[config.mk]
export PLATFORM = sky130hd
export DESIGN_NAME = spi_flash_responder
export DESIGN_NICKNAME = d
export VERILOG_FILES = /design/src/rtl/spi_flash_responder.sv
export SDC_FILE = /design/constraint.sdc
export NUM_CORES = 2
export LEC_CHECK = 0
export BUFFER_PORTS_ARGS = -buffer_cell sky130_fd_sc_hd__clkbuf_2
export CAP_MARGIN = 20
export CORE_MARGIN = 2
export CORE_UTILIZATION = 25
export DETAILED_ROUTE_END_ITERATION = 6
export SYNTH_ARGS = -nofsm -noshare
export SYNTH_HDL_FRONTEND = slang
export SYNTH_SLANG_ARGS = --single-unit
[constraint.sdc]
create_clock -name clk_i -period 3.9 [get_ports clk_i]
set_input_delay 0.78 -clock clk_i [delete_from_list [all_inputs] [get_ports clk_i]]
set_output_delay 0.78 -clock clk_i [all_outputs]
set_load 0.05 [all_outputs]
[src/rtl/spi_flash_responder.sv]
// spi_flash_responder
//   SPI mode-0 target emulating a reduced W25Q16-style serial flash: a small
//   byte array with READ (03), FAST_READ (0B), PAGE PROGRAM (02), WREN (06),
//   WRDI (04) and RDSR (05). All SPI pins are asynchronous to clk_i and are
//   oversampled; SCLK high and low phases must each last >= 2 clk_i cycles.
//
//   Optional feature macro: SPI_FLASH_RESP_FAST_READ_EN
//     defined     -> opcode 0B runs ADDR, one dummy byte, then data out
//     not defined -> opcode 0B is treated as unsupported (frame ignored)
//
// Parameters
//   ADDR_W     log2 of array depth; the 24-bit SPI address is truncated to it
//   INIT_BYTE  erased content of every array byte
//
// Ports
//   clk_i      system clock
//   rst_i      synchronous active-high reset
//   SCLK_i     serial clock from master (idle low)
//   cs_n_i     chip select, active low
//   MOSI_i     master-out serial data
//   MISO_o     slave-out serial data, MSB first, changes after SCLK fall
//   miso_oe_o  1 while MISO_o is driven (STATUS / DATA_OUT only)
//   wel_o      write-enable latch
//   frame_o    1 while a chip-select frame is being processed
//   cmd_o      opcode of the current/last frame

module spi_flash_responder #(
   parameter int unsigned ADDR_W    = 8,
   parameter logic [7:0]  INIT_BYTE = 8'hFF
) (
   input  logic       clk_i,
   input  logic       rst_i,
   input  logic       SCLK_i,
   input  logic       cs_n_i,
   input  logic       MOSI_i,
   output logic       MISO_o,
   output logic       miso_oe_o,
   output logic       wel_o,
   output logic       frame_o,
   output logic [7:0] cmd_o
);

   localparam int unsigned DEPTH = 1 << ADDR_W;
   // Program addresses wrap inside a 256-byte page; upper bits stay fixed.
   localparam logic [ADDR_W-1:0] PAGE_MASK = ADDR_W'(8'hFF);

   localparam logic [2:0] S_IDLE     = 3'd0;
   localparam logic [2:0] S_CMD      = 3'd1;
   localparam logic [2:0] S_ADDR     = 3'd2;
   localparam logic [2:0] S_DUMMY    = 3'd3;
   localparam logic [2:0] S_DATA_OUT = 3'd4;
   localparam logic [2:0] S_DATA_IN  = 3'd5;
   localparam logic [2:0] S_STATUS   = 3'd6;
   localparam logic [2:0] S_IGNORE   = 3'd7;

   localparam logic [1:0] OP_READ = 2'd0;
   localparam logic [1:0] OP_FAST = 2'd1;
   localparam logic [1:0] OP_PROG = 2'd2;

   // Write-enable latch change deferred to the end of the frame.
   localparam logic [1:0] ACT_NONE = 2'd0;
   localparam logic [1:0] ACT_SET  = 2'd1;
   localparam logic [1:0] ACT_CLR  = 2'd2;

   // ---------------------------------------------------------------- sync
   logic [1:0] sclk_sync_q, cs_sync_q, mosi_sync_q;
   logic       sclk_prev_q;

   always_ff @(posedge clk_i) begin
      sclk_sync_q <= {sclk_sync_q[0], SCLK_i};
      cs_sync_q   <= {cs_sync_q[0], cs_n_i};
      mosi_sync_q <= {mosi_sync_q[0], MOSI_i};
      sclk_prev_q <= sclk_sync_q[1];
   end

   logic sclk_rise, sclk_fall, cs_high, mosi_s;
   assign sclk_rise = sclk_sync_q[1] & ~sclk_prev_q;
   assign sclk_fall = ~sclk_sync_q[1] & sclk_prev_q;
   assign cs_high   = cs_sync_q[1];
   assign mosi_s    = mosi_sync_q[1];

   // ---------------------------------------------------------------- state
   logic [2:0]        state_q, state_d;
   logic [2:0]        bit_q, bit_d;
   logic [1:0]        abyte_q, abyte_d;
   logic [6:0]        sh_q, sh_d;
   logic [ADDR_W-1:0] addr_q, addr_d;
   logic [1:0]        op_q, op_d;
   logic [1:0]        act_q, act_d;
   logic [7:0]        out_sh_q, out_sh_d;
   logic              miso_q, miso_d;
   logic              wel_q, wel_d;
   logic [7:0]        cmd_q, cmd_d;
   logic              armed_q, armed_d;

   // The array holds data XOR INIT_BYTE so that a zero-configured RAM reads
   // back as erased content without any reset or load sequence.
   logic [7:0] mem_q [DEPTH];
   logic       mem_we;
   logic [7:0] rx_byte, mem_rd, tx_byte;

   assign rx_byte = {sh_q, mosi_s};
   assign mem_rd  = mem_q[addr_q] ^ INIT_BYTE;

   always_comb begin
      state_d  = state_q;
      bit_d    = bit_q;
      abyte_d  = abyte_q;
      sh_d     = sh_q;
      addr_d   = addr_q;
      op_d     = op_q;
      act_d    = act_q;
      out_sh_d = out_sh_q;
      miso_d   = miso_q;
      wel_d    = wel_q;
      cmd_d    = cmd_q;
      armed_d  = armed_q;
      mem_we   = 1'b0;
      tx_byte  = '0;

      if (cs_high) begin
         // armed only re-arms on a visible CS-high, so a reset inside a
         // frame keeps the FSM idle until the master starts a new frame.
         armed_d = 1'b1;
         if (state_q != S_IDLE) begin
            state_d = S_IDLE;
            bit_d   = '0;
            abyte_d = '0;
            miso_d  = 1'b0;
            act_d   = ACT_NONE;
            if (act_q == ACT_SET)
               wel_d = 1'b1;
            else if (act_q == ACT_CLR)
               wel_d = 1'b0;
         end
      end else if (state_q == S_IDLE) begin
         if (armed_q) begin
            state_d = S_CMD;
            armed_d = 1'b0;
            bit_d   = '0;
            abyte_d = '0;
            act_d   = ACT_NONE;
            miso_d  = 1'b0;
         end
      end else begin
         if (sclk_rise) begin
            sh_d  = rx_byte[6:0];
            bit_d = bit_q + 3'd1;
            if (state_q == S_ADDR)
               addr_d = {addr_q[ADDR_W-2:0], mosi_s};
            if (bit_q == 3'd7) begin
               case (state_q)
                  S_CMD: begin
                     cmd_d   = rx_byte;
                     state_d = S_IGNORE;
                     case (rx_byte)
                        8'h06: act_d = ACT_SET;
                        8'h04: act_d = ACT_CLR;
                        8'h05: state_d = S_STATUS;
                        8'h03: begin
                           state_d = S_ADDR;
                           op_d    = OP_READ;
                        end
`ifdef SPI_FLASH_RESP_FAST_READ_EN
                        8'h0B: begin
                           state_d = S_ADDR;
                           op_d    = OP_FAST;
                        end
`endif
                        8'h02: begin
                           if (wel_q) begin
                              state_d = S_ADDR;
                              op_d    = OP_PROG;
                           end
                        end
                        default: ;
                     endcase
                  end
                  S_ADDR: begin
                     abyte_d = abyte_q + 2'd1;
                     if (abyte_q == 2'd2) begin
                        abyte_d = '0;
                        case (op_q)
                           OP_READ: state_d = S_DATA_OUT;
                           OP_FAST: state_d = S_DUMMY;
                           default: begin
                              state_d = S_DATA_IN;
                              act_d   = ACT_CLR;
                           end
                        endcase
                     end
                  end
                  S_DUMMY: state_d = S_DATA_OUT;
                  S_DATA_IN: begin
                     mem_we = 1'b1;
                     addr_d = (addr_q & ~PAGE_MASK) |
                              ((addr_q + ADDR_W'(1)) & PAGE_MASK);
                  end
                  default: ;
               endcase
            end
         end

         // bit_q == 0 on a fall means the previous byte boundary has just
         // passed: load the next byte and present its MSB.
         if (sclk_fall && (state_q == S_DATA_OUT || state_q == S_STATUS)) begin
            if (bit_q == 3'd0) begin
               tx_byte  = (state_q == S_STATUS) ? {6'b0, wel_q, 1'b0} : mem_rd;
               miso_d   = tx_byte[7];
               out_sh_d = {tx_byte[6:0], 1'b0};
               if (state_q == S_DATA_OUT)
                  addr_d = addr_q + ADDR_W'(1);
            end else begin
               miso_d   = out_sh_q[7];
               out_sh_d = {out_sh_q[6:0], 1'b0};
            end
         end
      end
   end

   always_ff @(posedge clk_i) begin
      if (rst_i) begin
         state_q  <= S_IDLE;
         bit_q    <= '0;
         abyte_q  <= '0;
         sh_q     <= '0;
         addr_q   <= '0;
         op_q     <= OP_READ;
         act_q    <= ACT_NONE;
         out_sh_q <= '0;
         miso_q   <= 1'b0;
         wel_q    <= 1'b0;
         cmd_q    <= '0;
         armed_q  <= 1'b0;
      end else begin
         state_q  <= state_d;
         bit_q    <= bit_d;
         abyte_q  <= abyte_d;
         sh_q     <= sh_d;
         addr_q   <= addr_d;
         op_q     <= op_d;
         act_q    <= act_d;
         out_sh_q <= out_sh_d;
         miso_q   <= miso_d;
         wel_q    <= wel_d;
         cmd_q    <= cmd_d;
         armed_q  <= armed_d;
      end
   end

   always_ff @(posedge clk_i) begin
      if (mem_we && !rst_i)
         mem_q[addr_q] <= rx_byte ^ INIT_BYTE;
   end

   assign MISO_o    = miso_q;
   assign miso_oe_o = (state_q == S_STATUS) || (state_q == S_DATA_OUT);
   assign wel_o     = wel_q;
   assign frame_o   = (state_q != S_IDLE);
   assign cmd_o     = cmd_q;

endmodule
==> metrics.yaml <==
yosys:
  syn_area_per_cell_sq_um: 19.86
  syn_nets: 4173
  synth_edf_count: 2048
  syn_area_sq_um: 82610
  synth-main-ff-cell: "edfxtp_1"
  async_reset_ff_frac: 0
  yosysWarnings: 0
  synthCells: 4160
  synth.distinct_cells: 84
  synth-seq-cells: 2107
  ys_seq_area_frac: 0.7587
finish:
  final_cell_mix: "edfxtp_1, buf_4, mux4_2, nor2_1, mux2i_1"
  syn_to_final_growth_pct: 18.19
  drive_above_1_share: 0.2737
  layout.cells.non_filler: 9173
  layout_commonest_cell: "edfxtp_1"
  final_nets: 4644
  fin_util: 0.2961
  n_fill_cell: 31820
min_path:
  min_path_cells: 0
  min_path_type: "register to register"
  worstHoldStart: "cs_sync_q[0]$_DFF_P_"
clocking:
  clock_path_buffers: 3
  clk_pin_slew_ps: 70
  numCtsBuffers: 203
  cts_max_level: 4
  clockRootBuffer: "clkbuf_16"
  cts_tree: "yes"
  numClockSinks: 2107
  clk_latency_ps: 890
timing:
  min_period_over_period: 0.9461
  min_period_ps: 3690
  max_freq_ghz: 0.2710
  setup_violations: 0
  rsz0062_at_grt: "false"
  slew_violations: 0
  tightestPinTransition_ps: 1165
  setup_slack_ps: 210.2
  hold_viol: 0
  clock-skew-final_ps: 69.59
  relSlewSlack: 0.2205
critical_path:
  cp-end-kind: "register"
  path_class: "register to register"
  reg2reg_depth: 9
  crit_arrival_ps: 4490
  required_ps: 4700
  worst-path-max-fanout: 47
  cp-start-kind: "register"
power:
  leakagePower_nw: 28.65
  p_per_area_nw_per_um2: 455.3
  ir_drop_uv: 449.3
global_route:
  grtUsageTotal: 0.1356
  grt_max_degree: 182
  busiest_layer: "met2"
  grt_overflow: 0
  antenna_found_initial: 5
  met3_usage: 0.02614
  grt_use_met1: 0.1857
  grt_pass1_vias: 43490
  use_met2: 0.2131
  grt_first_pass_wirelength_microns: 329900
placement:
  dp_hpwl_microns: 146900
  io_buffers: 16
  gp_congestion: 0.8880
  dp_cells: 8784
  place_ws_ps: 243.6
route:
  post-route-drc-count: 0
  first_iter_violations: 5833
  first_pass_iters: 6
  wl_microns: 231600
  drt.antenna.violating_nets: 0
  vias: 44130
  wl_per_cell_microns: 25.25
  viasPerCell: 4.811
die:
  row_count: 211
  dieArea_sq_um: 335100
  die_height_microns: 578.8
  core_area_sq_um: 329700
  die_w_microns: 578.8
  ios: 17
  start_util: 0.2505
run:
  cap_violations: 0
status:
  status: "finished, final reports clean"
metrics by stage:
step	total power, mW	cell area [sq um]	hold slack [ps]	TNS, ps
after floorplan	25.14	82620	309.6	0
after global placement	25.27	90870	319.5	-304.0
after detailed placement	25.27	90870	312.8	0
after CTS	44.76	97520	325.9	0
after global routing	45.60	97630	342.0	0
final	44.45	97640	323.6	0
flip-flops by register name (all words and copies together), names as in the netlist, 3 cells and up, named ones only:
name and flops:
addr_q 8, bit_q 3, cmd_o 8, mem_q 2048, out_sh_q 7, sh_q 7, state_q 3
what timing repair did:
action / CTS / global route
endpoints found under the setup margin: 0 / 1
endpoints found under the hold margin: 3 / 0
hold buffers: 3 / 0
resized for setup: 0 / 0
setup buffers: 0 / 1
routing by layer:
layer / part of all wire / routed length (microns) / up-vias
met2: 0.47 / 107800 / 2112
met1: 0.41 / 95040 / 23560
li1: - / - / 18070
met5: 0.000056 / 13 / -
met3: 0.086 / 19850 / 381
met4: 0.039 / 8924 / 2
worst max-delay path, stage by stage, from the launching register on:
cell and delay, ps:
dfxtp_4 700, buf_12 390, mux4_2 600, a22oi_1 440, a21boi_0 340, buf_4 230, a211oi_2 370, nand4_1 140
a31oi_1 190, a41o_1 110
layout make-up:
| cell class | instances | area, sq um | area share |
|---|---|---|---|
| Inverter | 24 | 138.9 | 0.001422 |
| Sequential cell | 2107 | 62700 | 0.6422 |
| Multi-Input combinational cell | 1783 | 18370 | 0.1881 |
| Timing Repair Buffer | 512 | 4342 | 0.04447 |
| Antenna cell | 3 | 7.507 | 0.00007689 |
| Clock buffer | 248 | 5270 | 0.05398 |
| Clock inverter | 130 | 1348 | 0.01380 |
| Tap cell | 4366 | 5463 | 0.05595 |
worst paths after layout:
kind | to | slack, ps
worst max-delay path | out_sh_q[1]$_SDFFE_PP0P_ | 210
worst min-delay path | cs_sync_q[1]$_DFF_P_ | 320
worst max register to register | out_sh_q[1]$_SDFFE_PP0P_ | 210
worst min register to register | cs_sync_q[1]$_DFF_P_ | 320
cells in the mapped netlist (all sizes together) (38+ instances only):
cell / instances / area [sq um]
o22ai: 80 / 500.5
o21ai: 44 / 220.2
nand2: 112 / 420.4
nor3: 49 / 245.2
mux4: 435 / 9797
nor2: 370 / 1391
edfxtp: 2048 / 61500
clkbuf: 86 / 326.6
dfxtp: 59 / 1181
mux2i: 205 / 2052
a22oi: 52 / 390.4
buf: 160 / 1200
a21oi: 53 / 265.3
a211oi: 38 / 300.3
report_power, final:
group          leakage (nW)  switching, mW  internal [mW]
registers              18.4         0.0200           24.5
clock network          3.22           8.70           11.0
logic                  7.04          0.206         0.0741
kinds of logic (layout without fill, tap and decap cells):
kind of cell | Yosys count | after routing | share of synthesized area
fa+ha+maj | 8 | 8 | 0.001212
xor+xnor | 1 | 1 | 0.0001060
compound gates | 391 | 391 | 0.03323
other cells | 0 | 3 | 0
flops | 2107 | 2107 | 0.7587
simple gates | 712 | 712 | 0.03950
mux | 671 | 671 | 0.1477
buf+inv | 270 | 914 | 0.01957
No activity file was read; power rests on OpenSTA's default activity.
